### src/rtl/fir_decimator.sv
// Keeps the first sample of every R-sample group and queues it in a small output FIFO.
// Define FIR_DECIMATOR_PEAK_DETECT_EN to also queue each group's signed max and min.
module fir_decimator #(
  parameter int DATA_WIDTH  = 16,
  parameter int RATIO_WIDTH = 8,
  parameter int FIFO_DEPTH  = 4
) (
  input  logic                         clk,
  input  logic                         rst,
  input  logic                         in_valid,
  input  logic signed [DATA_WIDTH-1:0] in_data,
  input  logic [RATIO_WIDTH-1:0]       ratio,
  input  logic                         clear_ovf,
  output logic                         out_valid,
  input  logic                         out_ready,
  output logic signed [DATA_WIDTH-1:0] out_data,
  output logic [$clog2(FIFO_DEPTH):0]  fill,
`ifdef FIR_DECIMATOR_PEAK_DETECT_EN
  output logic signed [DATA_WIDTH-1:0] out_max,
  output logic signed [DATA_WIDTH-1:0] out_min,
`endif
  output logic                         overflow
);

  localparam int AW = $clog2(FIFO_DEPTH);
  localparam logic [AW:0] FULL = (AW+1)'(FIFO_DEPTH);
`ifdef FIR_DECIMATOR_PEAK_DETECT_EN
  localparam int FW = 3 * DATA_WIDTH;
`else
  localparam int FW = DATA_WIDTH;
`endif

  logic [RATIO_WIDTH-1:0]       phase;
  logic [RATIO_WIDTH-1:0]       ratio_q;
  logic [RATIO_WIDTH-1:0]       eff_r;
  logic [RATIO_WIDTH-1:0]       cur_r;
  logic signed [DATA_WIDTH-1:0] grp_data;
  logic signed [DATA_WIDTH-1:0] head;
  logic                         start;
  logic                         last;
  logic                         pop;
  logic                         full;
  logic                         push;
  logic                         drop;
  logic [FW-1:0]                entry;
  logic [FW-1:0]                head_e;
  logic [FW-1:0]                mem [FIFO_DEPTH];
  logic [AW-1:0]                wr_ptr;
  logic [AW-1:0]                rd_ptr;

  assign eff_r = (ratio < RATIO_WIDTH'(2)) ? RATIO_WIDTH'(1) : ratio;
  assign start = (phase == '0);
  // At a group start the incoming ratio governs, not the stale ratio_q
  assign cur_r = start ? eff_r : ratio_q;
  assign last  = in_valid && (phase == cur_r - RATIO_WIDTH'(1));
  assign head  = start ? in_data : grp_data;

  assign pop  = out_valid && out_ready;
  assign full = (fill == FULL);
  assign push = last && (!full || pop);
  assign drop = last && full && !pop;

`ifdef FIR_DECIMATOR_PEAK_DETECT_EN
  logic signed [DATA_WIDTH-1:0] grp_max;
  logic signed [DATA_WIDTH-1:0] grp_min;
  logic signed [DATA_WIDTH-1:0] max_n;
  logic signed [DATA_WIDTH-1:0] min_n;

  assign max_n = (start || in_data > grp_max) ? in_data : grp_max;
  assign min_n = (start || in_data < grp_min) ? in_data : grp_min;
  assign entry = {max_n, min_n, head};

  always_ff @(posedge clk) begin
    if (rst) begin
      grp_max <= '0;
      grp_min <= '0;
    end else if (in_valid) begin
      grp_max <= max_n;
      grp_min <= min_n;
    end
  end
`else
  assign entry = head;
`endif

  always_ff @(posedge clk) begin
    if (rst) begin
      phase    <= '0;
      ratio_q  <= RATIO_WIDTH'(1);
      grp_data <= '0;
    end else if (in_valid) begin
      if (start) begin
        ratio_q  <= eff_r;
        grp_data <= in_data;
      end
      phase <= last ? '0 : phase + RATIO_WIDTH'(1);
    end
  end

  always_ff @(posedge clk) begin
    if (push) mem[wr_ptr] <= entry;
  end

  always_ff @(posedge clk) begin
    if (rst) begin
      wr_ptr   <= '0;
      rd_ptr   <= '0;
      fill     <= '0;
      overflow <= 1'b0;
    end else begin
      if (push) wr_ptr <= wr_ptr + 1'b1;
      if (pop)  rd_ptr <= rd_ptr + 1'b1;
      if (push && !pop)      fill <= fill + 1'b1;
      else if (pop && !push) fill <= fill - 1'b1;
      if (drop)           overflow <= 1'b1;
      else if (clear_ovf) overflow <= 1'b0;
    end
  end

  assign out_valid = (fill != '0);
  assign head_e    = mem[rd_ptr];
  assign out_data  = out_valid ? head_e[DATA_WIDTH-1:0] : '0;
`ifdef FIR_DECIMATOR_PEAK_DETECT_EN
  assign out_min = out_valid ? head_e[2*DATA_WIDTH-1:DATA_WIDTH] : '0;
  assign out_max = out_valid ? head_e[3*DATA_WIDTH-1:2*DATA_WIDTH] : '0;
`endif

endmodule
### config.mk
export PLATFORM = sky130hd
export DESIGN_NAME = fir_decimator
export DESIGN_NICKNAME = d
export VERILOG_FILES = /design/src/rtl/fir_decimator.sv
export SDC_FILE = /design/constraint.sdc
export NUM_CORES = 1
export LEC_CHECK = 0
export CELL_PAD_IN_SITES_DETAIL_PLACEMENT = 0
export CELL_PAD_IN_SITES_GLOBAL_PLACEMENT = 2
export CORE_ASPECT_RATIO = 2
export CORE_MARGIN = 4
export CORE_UTILIZATION = 41
export CTS_CLUSTER_DIAMETER = 200
export DETAILED_ROUTE_END_ITERATION = 10
export GPL_TIMING_DRIVEN = 0
export HOLD_SLACK_MARGIN = 0.08
export PLACE_DENSITY = 0.89
export SYNTH_ARGS = -nofsm -noshare
export SYNTH_HDL_FRONTEND = slang
export SYNTH_SLANG_ARGS = --single-unit
### constraint.sdc
create_clock -name clk -period 7.9 [get_ports clk]
set_input_delay 1.58 -clock clk [delete_from_list [all_inputs] [get_ports clk]]
set_output_delay 1.58 -clock clk [all_outputs]
set_load 0.005 [all_outputs]
==> flow_summary.ini, run 1 <==
[outcome]
status = finished, final reports clean

[global_route]
grt_max_degree = 20
antenna_found_initial = 0
grt-ovfl-total = 0
grt_pass1_vias = 3418
grt_pass1_wl_um = 17600
grt_util_all_layers_pct = 16.5

[final_layout]
instances_no_fill = 621
layout-drive-gt1-share_pct = 9.87
final_nets = 509
syn2layout_area_growth_pct = 19.5
antenna_cells = 0
fillers = 1058

[synthesis]
syn_area_um2 = 4860
ys_types = 52
synth_edf_count = 64
ys_warn_count = 0
synthFlopType = edfxtp_1
ys_seq_area_share_pct = 56.8
synth_top_area_share_pct = 39.5
syn_avg_cell_area_um2 = 11.8
synthesis.instances = 412
synth_commonest_cells = edfxtp_1, nand2_1, dfxtp_1
ys_async_sr_fraction_pct = 0
synth_nets = 450
synthMostInstantiatedCell = edfxtp_1
yosys.area.top_type = edfxtp_1
synth-seq-cells = 106
synth_area_leaders = edfxtp_1, dfxtp_1, mux4_2

[timing]
tightest_slew_ns = 0.881
setup_viol = 0
hold_viol_final = 0
rsz0062_at_grt = false
finClkSkew_ns = 0.0102
fin_crit_sh_pct = 68.9
final_max_slew_viol_count = 0
finalSetupTns_ns = 0
relSlewSlack_pct = 41.2
period_needed_ns = 5.45
max_freq_mhz = 184

[floorplan]
start_util_pct = 41.6
design.die.area_um2 = 13800
fp.dieW_um = 85.0
rows = 56
core_um2 = 11700
ios = 50
chipHeight_um = 162

[cts]
holdBufCountCts = 0
numCtsBuffers = 9
cts_sinks = 106
cts_tree = done
cts_resized = 0
post-cts-setup-buffers = 0
clockBufferDepth = 2
clock_latency_ns = 0.34
clock-root-buffer = clkbuf_16
cts.clk_slew.worst_paths_ns = 0.08
htree_levels = 3

[place]
place_inst = 605
routabilityCongestion = 0.863
hpwl_um = 8390
io_buffers = 48

[critical_path]
critPathBufInv = 3
slowest_delay_ns = 0.57
crit_type = in -> reg
cp-start-kind = primary input
crit_fanout = 6
cp_data_arrival_time_ns = 5.72
worstPathRequired_ns = 8.17
worstSetupEndpointType = flop
critPathTopFamily = simple AND/OR/NAND/NOR gates
critPathSlowestCell = or4_1
crit_chain = clkdlybuf4s50_1 > or4_1 > o2111ai_1 > nand2_1 > ha_1 > xor2_1 > a21oi_1 > and4b_1 > and4_1 > and3_1 > buf_4 > ha_1 > inv_1 > fa_1 > xor2_1 > or3_1 > a21oi_1

[drt]
wl_per_cell_um = 17.7
wl_um = 11000
avgViaCountPerCell = 5.35
vias = 3321
postRouteAntennaNets = 0
first_pass_iters = 4
drc = 0
first_iter_violations = 174

[pwr]
cellLeakagePower_nw = 2.06
p_per_area_nw_per_um2 = 241
vdd_drop_max_mv = 0.136

[worst_hold_path]
hold_path.class = reg -> reg

[flow_run]
maxCapViolCount = 0
[worst paths after layout]
path	cells after the start	slack (ns)	startpoint	end
setup / recovery	17	2.45	ratio[2]	fill[2]
hold / removal	2	0.47	overflow	overflow
setup reg to reg	20	3.40	phase[0]	fill[2]
hold reg to reg	2	0.47	overflow	overflow
[tightest hold or removal path, cell delays in order (launching register included)]
cell and delay, ns:
dfxtp_1 0.31, nand2b_1 0.06, a21oi_1 0.06
[state kept, by name (all words and copies together) (netlist names), named ones only]
name,count
fill,3
grp_data,16
mem,64
overflow,1
phase,8
ratio_q,8
rd_ptr,2
wr_ptr,2
[layout make-up]
class | instances | area (um2) | area share (%)
plain buffers | 28 | 134 | 2.30
clock buffers | 10 | 229 | 3.94
clock inverters | 6 | 58.8 | 1.01
inverters | 7 | 26.3 | 0.452
multi-input cells | 271 | 1940 | 33.4
flip-flops and latches | 106 | 2760 | 47.5
well taps | 145 | 181 | 3.12
repair buffers | 48 | 480 | 8.27
[report_power, final]
part	leakage, nW	switching (mW)	internal, mW
registers	0.924	0.0174	0.618
logic	1.00	0.164	0.176
clock network	0.139	0.206	0.222
[cell usage in the layout, fill, tap and decap left out, types with 11 or more instances in the layout]
cell type and instances:
nand2_1 63, mux4_2 16, nand3_1 12, xor2_1 13
clkbuf_1 19, a21oi_1 15, and2_1 20, a311oi_1 16
dfxtp_1 42, edfxtp_1 64, nor2_1 26, clkdlybuf4s50_1 48
nor3_1 11
[layer usage]
layer	up-vias	wire length, um	track usage, %
met3	16	308	2.64
met2	64	6350	32.4
met4	0	258	6.34
met5	-	0	0
li1	1637	-	-
met1	1604	4060	16.8
[through the flow]
stage / hold WS, ns / utilization (%) / total power, mW / setup WS [ns] / area, um2
CTS: 0.478 / 49.7 / 1.42 / 2.40 / 5810
global route: 0.504 / 49.7 / 1.47 / 2.11 / 5810
global placement: 0.462 / 47.2 / 0.985 / 2.14 / 5520
finish: 0.475 / 49.7 / 1.40 / 2.45 / 5810
detailed placement: 0.467 / 47.2 / 0.993 / 2.05 / 5520
floorplan: 0.458 / - / 0.845 / 3.06 / 4860
[logic make-up (layout without fill, tap and decap cells)]
logic type	count (synthesis)	after routing	synth area share [%]
xor+xnor	18	18	3.24
mux	19	19	8.03
flops	106	106	56.8
fa+ha+maj	9	9	2.47
buf+inv	35	99	3.29
compound gates	55	55	8.39
simple gates	170	170	17.8
Power figures use the tool's default switching activity.
==> inputs of run 2 (changes only) <==
--- a/config.mk
+++ b/config.mk
@@ -9,12 +9,12 @@
 export CELL_PAD_IN_SITES_GLOBAL_PLACEMENT = 2
 export CORE_ASPECT_RATIO = 2
 export CORE_MARGIN = 4
-export CORE_UTILIZATION = 41
+export CORE_UTILIZATION = 34
 export CTS_CLUSTER_DIAMETER = 200
 export DETAILED_ROUTE_END_ITERATION = 10
 export GPL_TIMING_DRIVEN = 0
 export HOLD_SLACK_MARGIN = 0.08
-export PLACE_DENSITY = 0.89
+export PLACE_DENSITY = 0.8
 export SYNTH_ARGS = -nofsm -noshare
 export SYNTH_HDL_FRONTEND = slang
 export SYNTH_SLANG_ARGS = --single-unit
==> constraint.sdc (replaced) <==
create_clock -name clk -period 4.64 [get_ports clk]
set_input_delay 0.928 -clock clk [delete_from_list [all_inputs] [get_ports clk]]
set_output_delay 0.928 -clock clk [all_outputs]
set_load 0.005 [all_outputs]
==> run 2 against run 1 <==
  * Critical path type unchanged
  * Register-to-register slack got worse by 3.1 ns
  * Sequential power up 70%
  * Highest routed layer unchanged
  * Combinational power grew 74%
  * Die area up 19%
  * Cell count up 7.4%
  * Clock power increased by 88%
  * Hold slack gained 0.0024 ns
  * Clock-buffer cell count shrank 1
  * Setup slack got worse by 2.2 ns
==> flow_summary.ini, run 2 (same netlist as run 1, synthesis figures left out) <==
[outcome]
status = finished, final reports clean

[timing]
finClkSkew_ns = 0.0102
max_freq_mhz = 226
hold_viol_final = 0
setup_viol = 0
tightest_slew_ns = 0.863
finalSetupTns_ns = 0
final_max_slew_viol_count = 0
period_needed_ns = 4.42
fin_crit_sh_pct = 95.2
relSlewSlack_pct = 42.5
rsz0062_at_grt = false

[cts]
clock_latency_ns = 0.34
clock-root-buffer = clkbuf_16
clockBufferDepth = 2
cts_tree = done
htree_levels = 3
cts_sinks = 106
numCtsBuffers = 9
cts.clk_slew.worst_paths_ns = 0.07

[final_layout]
largest_register_ffs = 64
layout_commonest_cell = edfxtp_1
final_nets = 511
layout-drive-gt1-share_pct = 11.5
layout_common_cells = edfxtp_1, nand2_1, clkdlybuf4s50_1
syn2layout_area_growth_pct = 22.3
antenna_cells = 0
final_core_util_pct = 42.6
top_regs = mem x64, grp_data x16
regMostFlops = mem

[place]
hpwl_um = 8550
io_buffers = 48
routabilityCongestion = 0.851

[pwr]
finalPower_mw = 2.47
p_per_area_nw_per_um2 = 416
cellLeakagePower_nw = 2.11
vdd_drop_max_mv = 0.163

[critical_path]
worstPathRequired_ns = 4.91
cp_data_arrival_time_ns = 4.69
crit_fanout = 6
slowest_delay_ns = 0.51
critPathBufInv = 3
cp-start-kind = primary input
worstSetupEndpointType = flop
critPathSlowestCell = clkdlybuf4s50_1
worst_r2r_startpoint = phase[0]
crit_type = in -> reg
critPathTopFamily = simple AND/OR/NAND/NOR gates
crit_chain = clkdlybuf4s50_1 > or3_1 > o2111ai_2 > nand2_1 > ha_2 > xor2_1 > a21oi_1 > and4b_1 > and4_4 > and3_1 > buf_4 > ha_1 > inv_1 > fa_1 > xor2_1 > or3_1 > a21oi_1
startpoint = ratio[5]

[global_route]
grt_pass1_vias = 3460
grt-ovfl-total = 0
antenna_found_initial = 0
grt_util_all_layers_pct = 14.5
grt_max_degree = 18
grt_pass1_wl_um = 18100

[drt]
first_iter_violations = 115
drc = 0
postRouteAntennaNets = 0
first_pass_iters = 4
wl_um = 11300
vias = 3342
wl_per_cell_um = 16.9
avgViaCountPerCell = 5.01

[floorplan]
ios = 50
start_util_pct = 34.8
core_um2 = 14000
design.die.area_um2 = 16400
chipHeight_um = 177
rows = 61
fp.dieW_um = 92.6

[worst_hold_path]
hold_path.class = reg -> reg
hold_start = overflow

[flow_run]
maxCapViolCount = 0
[run 2: stage by stage]
step / area (um2) / hold WS, ns / cells / setup WS, ns
floorplan: 4860 / 0.458 / 412 / 0.453
global placement: 5580 / 0.468 / 649 / -0.502
detailed placement: 5580 / 0.467 / 649 / -0.511
CTS: 5910 / 0.484 / 666 / 0.000378
global route: 5940 / 0.511 / 667 / 0.00277
finish: 5940 / 0.477 / 667 / 0.222
[run 2: routing by layer]
| metal | GRT usage (%) | vias to the layer above | share of wire [%] |
|---|---|---|---|
| met4 | 6.45 | 0 | 3.3 |
| met1 | 14.5 | 1634 | 35 |
| met3 | 2.09 | 18 | 2.3 |
| met5 | 0 | - | 0 |
| li1 | - | 1631 | - |
| met2 | 28.5 | 59 | 59 |
[run 2: worst paths after layout]
kind               to  slack [ns]  cells after the start
min          overflow        0.48                      2
min reg2reg  overflow        0.48                      2
max           fill[2]        0.22                     17
max reg2reg   fill[2]        0.28                     20
[run 2: tightest hold or removal path, delay by kind of cell (launching register included)]
kind	cells	cell delay, ns
DFF	1	0.32
and+or+nand+nor	1	0.07
AOI/OAI and AO/OA	1	0.05
[run 2: timing repair]
item	4_1_cts	5_1_grt
pin swaps	1	1
setup endpoints to repair	1	30
endpoints found under the hold margin	0	0
gates resized for setup	4	9
cloned	0	0
buffers inserted	1	1
hold buffers	0	0
[run 2: power by group]
group / internal (mW) / leakage [nW] / switching [mW]
Sequential: 1.05 / 0.925 / 0.0300
Clock: 0.473 / 0.156 / 0.331
Combinational: 0.305 / 1.03 / 0.283
[run 2: cell type report]
cell class | instances | area (um2)
Clock inverter | 7 | 92.6
Fill cell | 1355 | 8020
Tap cell | 189 | 236
Sequential cell | 106 | 2770
Multi-Input combinational cell | 271 | 1970
Timing Repair Buffer | 50 | 498
Clock buffer | 9 | 225
Inverter | 7 | 26.3
Buffer | 28 | 134
==> inputs of run 3 (changes only) <==
--- a/config.mk
+++ b/config.mk
@@ -15,6 +15,7 @@
 export GPL_TIMING_DRIVEN = 0
 export HOLD_SLACK_MARGIN = 0.08
 export PLACE_DENSITY = 0.8
+export SKIP_LAST_GASP = 1
 export SYNTH_ARGS = -nofsm -noshare
 export SYNTH_HDL_FRONTEND = slang
 export SYNTH_SLANG_ARGS = --single-unit
==> results of run 3 <==
Same layout as run 2: the final DEF is identical, and so are final timing and power.
==> patch 1: new RTL, flow settings as in run 3 <==
Change the parameter `DATA_WIDTH` from 16 to 20.
--- a/src/rtl/fir_decimator.sv
+++ b/src/rtl/fir_decimator.sv
@@ -3,3 +3,3 @@
 module fir_decimator #(
-  parameter int DATA_WIDTH  = 16,
+  parameter int DATA_WIDTH  = 20,
   parameter int RATIO_WIDTH = 8,
Ports: changed (resized in_data and out_data); port bits go from 50 to 58. No check against the original RTL was run, so the function may have changed too.
==> patch 1 against run 3 <==
Total power rose by 45%. Sequential power up 19%. Design area rose by 22%. Highest routed layer unchanged. Sequential cell count increased by 20. Worst setup slack got worse by 140 ps. Largest power group unchanged. Area after synthesis rose by 17%. Routed wire length rose by 23%. Die area is 16% higher.
==> patch 1: results (changes against run 3) <==
STA
  – Fin Clk Skew: 5.94 ps (-4.29 ps)
  – Worst slew margin: 36.8% (-5.6 points)
  – Setup ws final: 78.0 ps (-144 ps)

Finish
  – Filler instances: 1534 (+13%)
  – Top Registers: mem (80), grp_data (20)
  – Share of layout cells above drive strength 1: 15.9% (+4.4 points)
  – Non-Filler Instances: 770 (+15%)

Routing
  – Initial drt markers: 174 (+51%)
  – Routed WL: 13800 um (+23%)
  – Drt via density: 5.02 (+0.18%)

Pwr
  – Clock share of power: 35.8% (+3.3 points)
  – Worst vdd ir: 0.348 mV (+110%)
  – Seq pwr share: 36.0% (-7.7 points)
  – Net Switching: 1.03 mW (+61%)
  – Total power divided by cell area: 496 nW/um^2 (+19%)
  – Lkg Pwr: 2.65 nW (+25%)

Global route
  – Largest net degree at the start of global routing: 21 (+3)
  – First-pass GRT wire length: 21900 um (+21%)
  – Vias in the first global route: 4061 (+17%)
  – GRT Util Overall: 15.4% (+0.91 points)

Placed design
  – RD Place Congestion: 0.904 (+6.3%)
  – Placed Instances: 730 (+12%)
  – Final HPWL DP: 9700 um (+13%)
  – PortBufs: 57 (+19%)
  – Placement Setup Slack: -976 ps (-465 ps)

Critical path
  – FF-to-FF setup slack: 100 ps (-180 ps)
  – Delay-heaviest family, CP: compound AO/OA/AOI/OAI gates

Logic synthesis
  – Post-Syn Nets: 511 (+14%)
  – Synth top area cells: edfxtp_1 (42%), dfxtp_1 (16%), mux4_2 (7.9%)
  – Mapped Cells: 469 (+14%)
  – Seq/Total Area, Yosys: 58.4% (+1.6 points)
  – EDFF count, synth: 80 (+25%)
  – Most frequent cells after synthesis: edfxtp_1 (80), nand2_1 (77), dfxtp_1 (46)

Clock tree
  – Cts repair resizes: 18 (+14)
  – Clock Latency Late Sink: 410 ps (+70 ps)
  – Htree depth: 4 (+1)
  – Cts bufs inserted: 17 (+8)

Status
  – Status: complete, no violations

Worst hold path
  – Hold Startpoint: grp_data[13]
  – Hold endpoint: grp_data[13]
[patch 1: cell count changes after synthesis, sizes merged, moves of 4 or more]
| cell | before | now |
|---|---|---|
| mux2i | 3 | 23 |
| a311oi | 16 | 0 |
| edfxtp | 64 | 80 |
| nand2 | 64 | 77 |
| nor3 | 11 | 3 |
| nor2 | 27 | 34 |
| buf | 10 | 4 |
| nor4 | 1 | 7 |
| nand3 | 12 | 17 |
| dfxtp | 42 | 46 |
| mux4 | 16 | 20 |
[patch 1: stage by stage]
step / instance area, sq um / hold WS [ps]
floorplan: 5690 / 453
CTS: 7210 / 501
global placement: 6520 / 472
global route: 7250 / 529
finish: 7250 / 496
detailed placement: 6520 / 486
[patch 1: layout make-up]
class / count / share of cell area (%)
plain buffers: 24 / 1.40
clock buffers: 17 / 5.87
clock inverters: 15 / 2.12
inverters: 10 / 0.518
multi-input cells: 308 / 31.8
flip-flops and latches: 126 / 45.9
well taps: 204 / 3.52
repair buffers: 66 / 8.85
[patch 1: cells by family after synthesis]
family          after synthesis  share of synthesized area, %
compound gates               49                          6.20
buf+inv                      35                          2.33
mux                          43                          12.0
simple gates                192                          16.7
xor+xnor                     15                          2.31
flops                       126                          58.4
fa+ha+maj                     9                          2.11
[patch 1: per-layer routing]
layer  global-route usage (%)  vias up  share of wire [%]
met2                     29.8       79                 58
met4                     7.52        0                3.4
met3                     2.59       35                2.9
met1                     15.3     1861                 35
met5                        0        -                  0
li1                         -     1890                  -
[patch 1: worst max-delay path by stage]
stage	from	end	cells past startpoint
6_report	ratio[4]	fill[2]	16
5_1_grt	phase[0]	fill[2]	19
4_1_cts	ratio[2]	fill[2]	17
3_5_place_dp	ratio[2]	fill[2]	15
3_3_place_gp	phase[0]	fill[2]	20
2_1_floorplan	phase[0]	fill[2]	20
==> patch 2: new RTL, flow settings as in run 3 <==
Made on the original files. Register the output `overflow` once more, with the module's reset; this adds one clock of latency there. The other outputs are not delayed to match.
--- a/src/rtl/fir_decimator.sv
+++ b/src/rtl/fir_decimator.sv
@@ -26,2 +26,4 @@
   localparam logic [AW:0] FULL = (AW+1)'(FIFO_DEPTH);
+
+  logic overflow_s0;
 `ifdef FIR_DECIMATOR_PEAK_DETECT_EN
@@ -108,3 +110,3 @@
       fill     <= '0;
-      overflow <= 1'b0;
+      overflow_s0 <= 1'b0;
     end else begin
@@ -114,4 +116,4 @@
       else if (pop && !push) fill <= fill - 1'b1;
-      if (drop)           overflow <= 1'b1;
-      else if (clear_ovf) overflow <= 1'b0;
+      if (drop)           overflow_s0 <= 1'b1;
+      else if (clear_ovf) overflow_s0 <= 1'b0;
     end
@@ -127,2 +129,10 @@
 
+  always_ff @(posedge clk) begin
+    if (rst) begin
+      overflow <= '0;
+    end else begin
+      overflow <= overflow_s0;
+    end
+  end
+
 endmodule
Check against the original RTL: not equivalent (a bounded check fails within 10 cycles, from zero or initial values and one cycle with rst high).
==> patch 2 against run 3 <==
Sequential cell count is 1 higher. Highest routed layer unchanged. Register-to-register slack improved by 50 ps. Final cell count fell by 1.3%. Area after synthesis about the same. Largest power group unchanged. Total power up 6.1%. Count of clock-buffer cells in the layout rose by 1. Critical path depth shrank 1. Design area shrank 0.72%. Global-route usage shrank 0.34 points. Non-clock buffer count fell by 9. Largest cell class unchanged. Worst setup slack gained 12 ps. Routed wire length decreased by 2.5%.
==> patch 2: results (changes against run 3) <==
Logic synthesis
  – Number of distinct library cells after synthesis: 47 (-9.6%)
  – Syn avg cell area: 11.9 sq um (+1.3%)
  – Most frequent cells after synthesis: edfxtp_1 (64), nand2_1 (61), dfxtp_1 (43)
  – Synth top area cells: edfxtp_1 (40%), dfxtp_1 (18%), mux4_2 (7.4%)
  – Async S/R FF share, synth: 0% (unchanged)
  – EDFF count, synth: 64 (unchanged)
  – YS warnings: 0 (unchanged)
  – Top FF cell, synth: edfxtp_1
  – Post-Syn Nets: 445 (-1.1%)
  – Seq/Total Area, Yosys: 57.2% (+0.40 points)

Clock tree
  – Root buffer cell: clkbuf_16
  – Clock Path Buffers: 2 (unchanged)
  – Htree depth: 3 (unchanged)
  – Clock slew at reported path FFs: 70 ps (about the same)
  – Clock Latency Late Sink: 340 ps (about the same)

Placed design
  – Placed Instances: 643 (-0.92%)
  – Placement Setup Slack: -629 ps (-118 ps)
  – Final HPWL DP: 8410 um (-1.7%)
  – PortBufs: 47 (-2.1%)
  – RD Place Congestion: 0.850 (-0.13%)
  – DP Area: 5570 sq um (-0.16%)

Worst hold path
  – Hold depth: 1 (-1)
  – Type of the most critical hold path: reg2reg

STA
  – Fin Clk Skew: 8.48 ps (-1.75 ps)
  – Least-Margin Pin Slew: 870 ps (+6.98 ps)

Global route
  – First-pass GRT wire length: 17700 um (-2.1%)
  – Antenna violations before repair: 0 (unchanged)
  – Vias in the first global route: 3374 (-2.5%)
  – Largest net degree at the start of global routing: 21 (+3)
  – GRT Util Overall: 14.1% (-0.34 points)

Status
  – Status: complete, no violations

Pwr
  – Lkg Pwr: 2.15 nW (+1.8%)
  – Worst vdd ir: 0.187 mV (+15%)

Routing
  – DR WL/cell: 16.7 um (-1.2%)
  – Initial drt markers: 118 (+2.6%)
  – Drt via density: 4.87 (-2.7%)
  – Detailed Routing Iterations Pass 1: 4 (unchanged)

Finish
  – Antenna fix cells: 0 (unchanged)
  – Share of layout cells above drive strength 1: 10.7% (-0.85 points)
  – Non-Filler Instances: 658 (-1.3%)
  – # nets final: 502 (-1.8%)
  – Top Registers: mem (64), grp_data (16)

Critical path
  – Worst-path maximum fanout: 14 (+8)
  – Critical path arrival: 4670 ps (-20 ps)
  – Worst r2r path cells: 18 (-10%)
patch 2: repair_timing:
item,in CTS,in global routing
endpoints found under the setup margin,1,1
pin swaps,3,4
resized for setup,7,9
setup buffers,0,0
patch 2: through the flow:
stage / TNS [ps] / power, mW / hold WS (ps)
finish: 0 / 2.63 / 476
global route: 0 / 2.78 / 489
CTS: 0 / 2.68 / 479
detailed placement: -13570 / 1.94 / 469
global placement: -15110 / 1.93 / 458
floorplan: 0 / 1.56 / 449
patch 2: where the power goes:
part	leakage (nW)	internal, mW	switching [mW]
logic	1.08	0.442	0.355
clock network	0.138	0.378	0.350
registers	0.932	1.06	0.0377
total	2.15	1.88	0.742
patch 2: cells by family after synthesis:
kind of cell    Yosys count  share of synthesized area (%)
mux                      37                           11.8
xor+xnor                 19                           3.42
fa+ha+maj                 9                           2.47
buf+inv                  33                           2.91
flops                   107                           57.2
compound gates           35                           4.76
simple gates            167                           17.5
patch 2: final timing paths:
path               startpoint  endpoint  slack [ps]
setup / recovery     ratio[6]   fill[2]         230
hold / removal    overflow_s0  overflow         480
setup reg to reg     phase[0]   fill[2]         330
hold reg to reg   overflow_s0  overflow         480
patch 2: layout make-up:
class	count	area [sq um]
Clock inverter	6	61.3
Clock buffer	10	229
Multi-Input combinational cell	267	1990
Buffer	22	92.6
Inverter	10	37.5
Timing Repair Buffer	47	475
Sequential cell	107	2780
Fill cell	1339	8070
Tap cell	189	236
patch 2: routing by layer:
| metal | GRT usage, % | part of all wire [%] |
|---|---|---|
| met5 | 0 | 0 |
| met4 | 4.90 | 2.4 |
| met1 | 13.2 | 34 |
| met3 | 2.21 | 3.1 |
| met2 | 29.4 | 60 |
patch 2: critical path: stages:
cell and delay (ps):
clkdlybuf4s50_1 450, or4_4 460, o2111ai_4 270, nand2_4 100, ha_2 230, o21ai_0 100, xor2_1 120, a211oi_2 290
and3_4 350, and2_1 160, ha_2 180, inv_1 50, fa_1 370, xor2_1 170, or3_1 300, a21oi_1 140
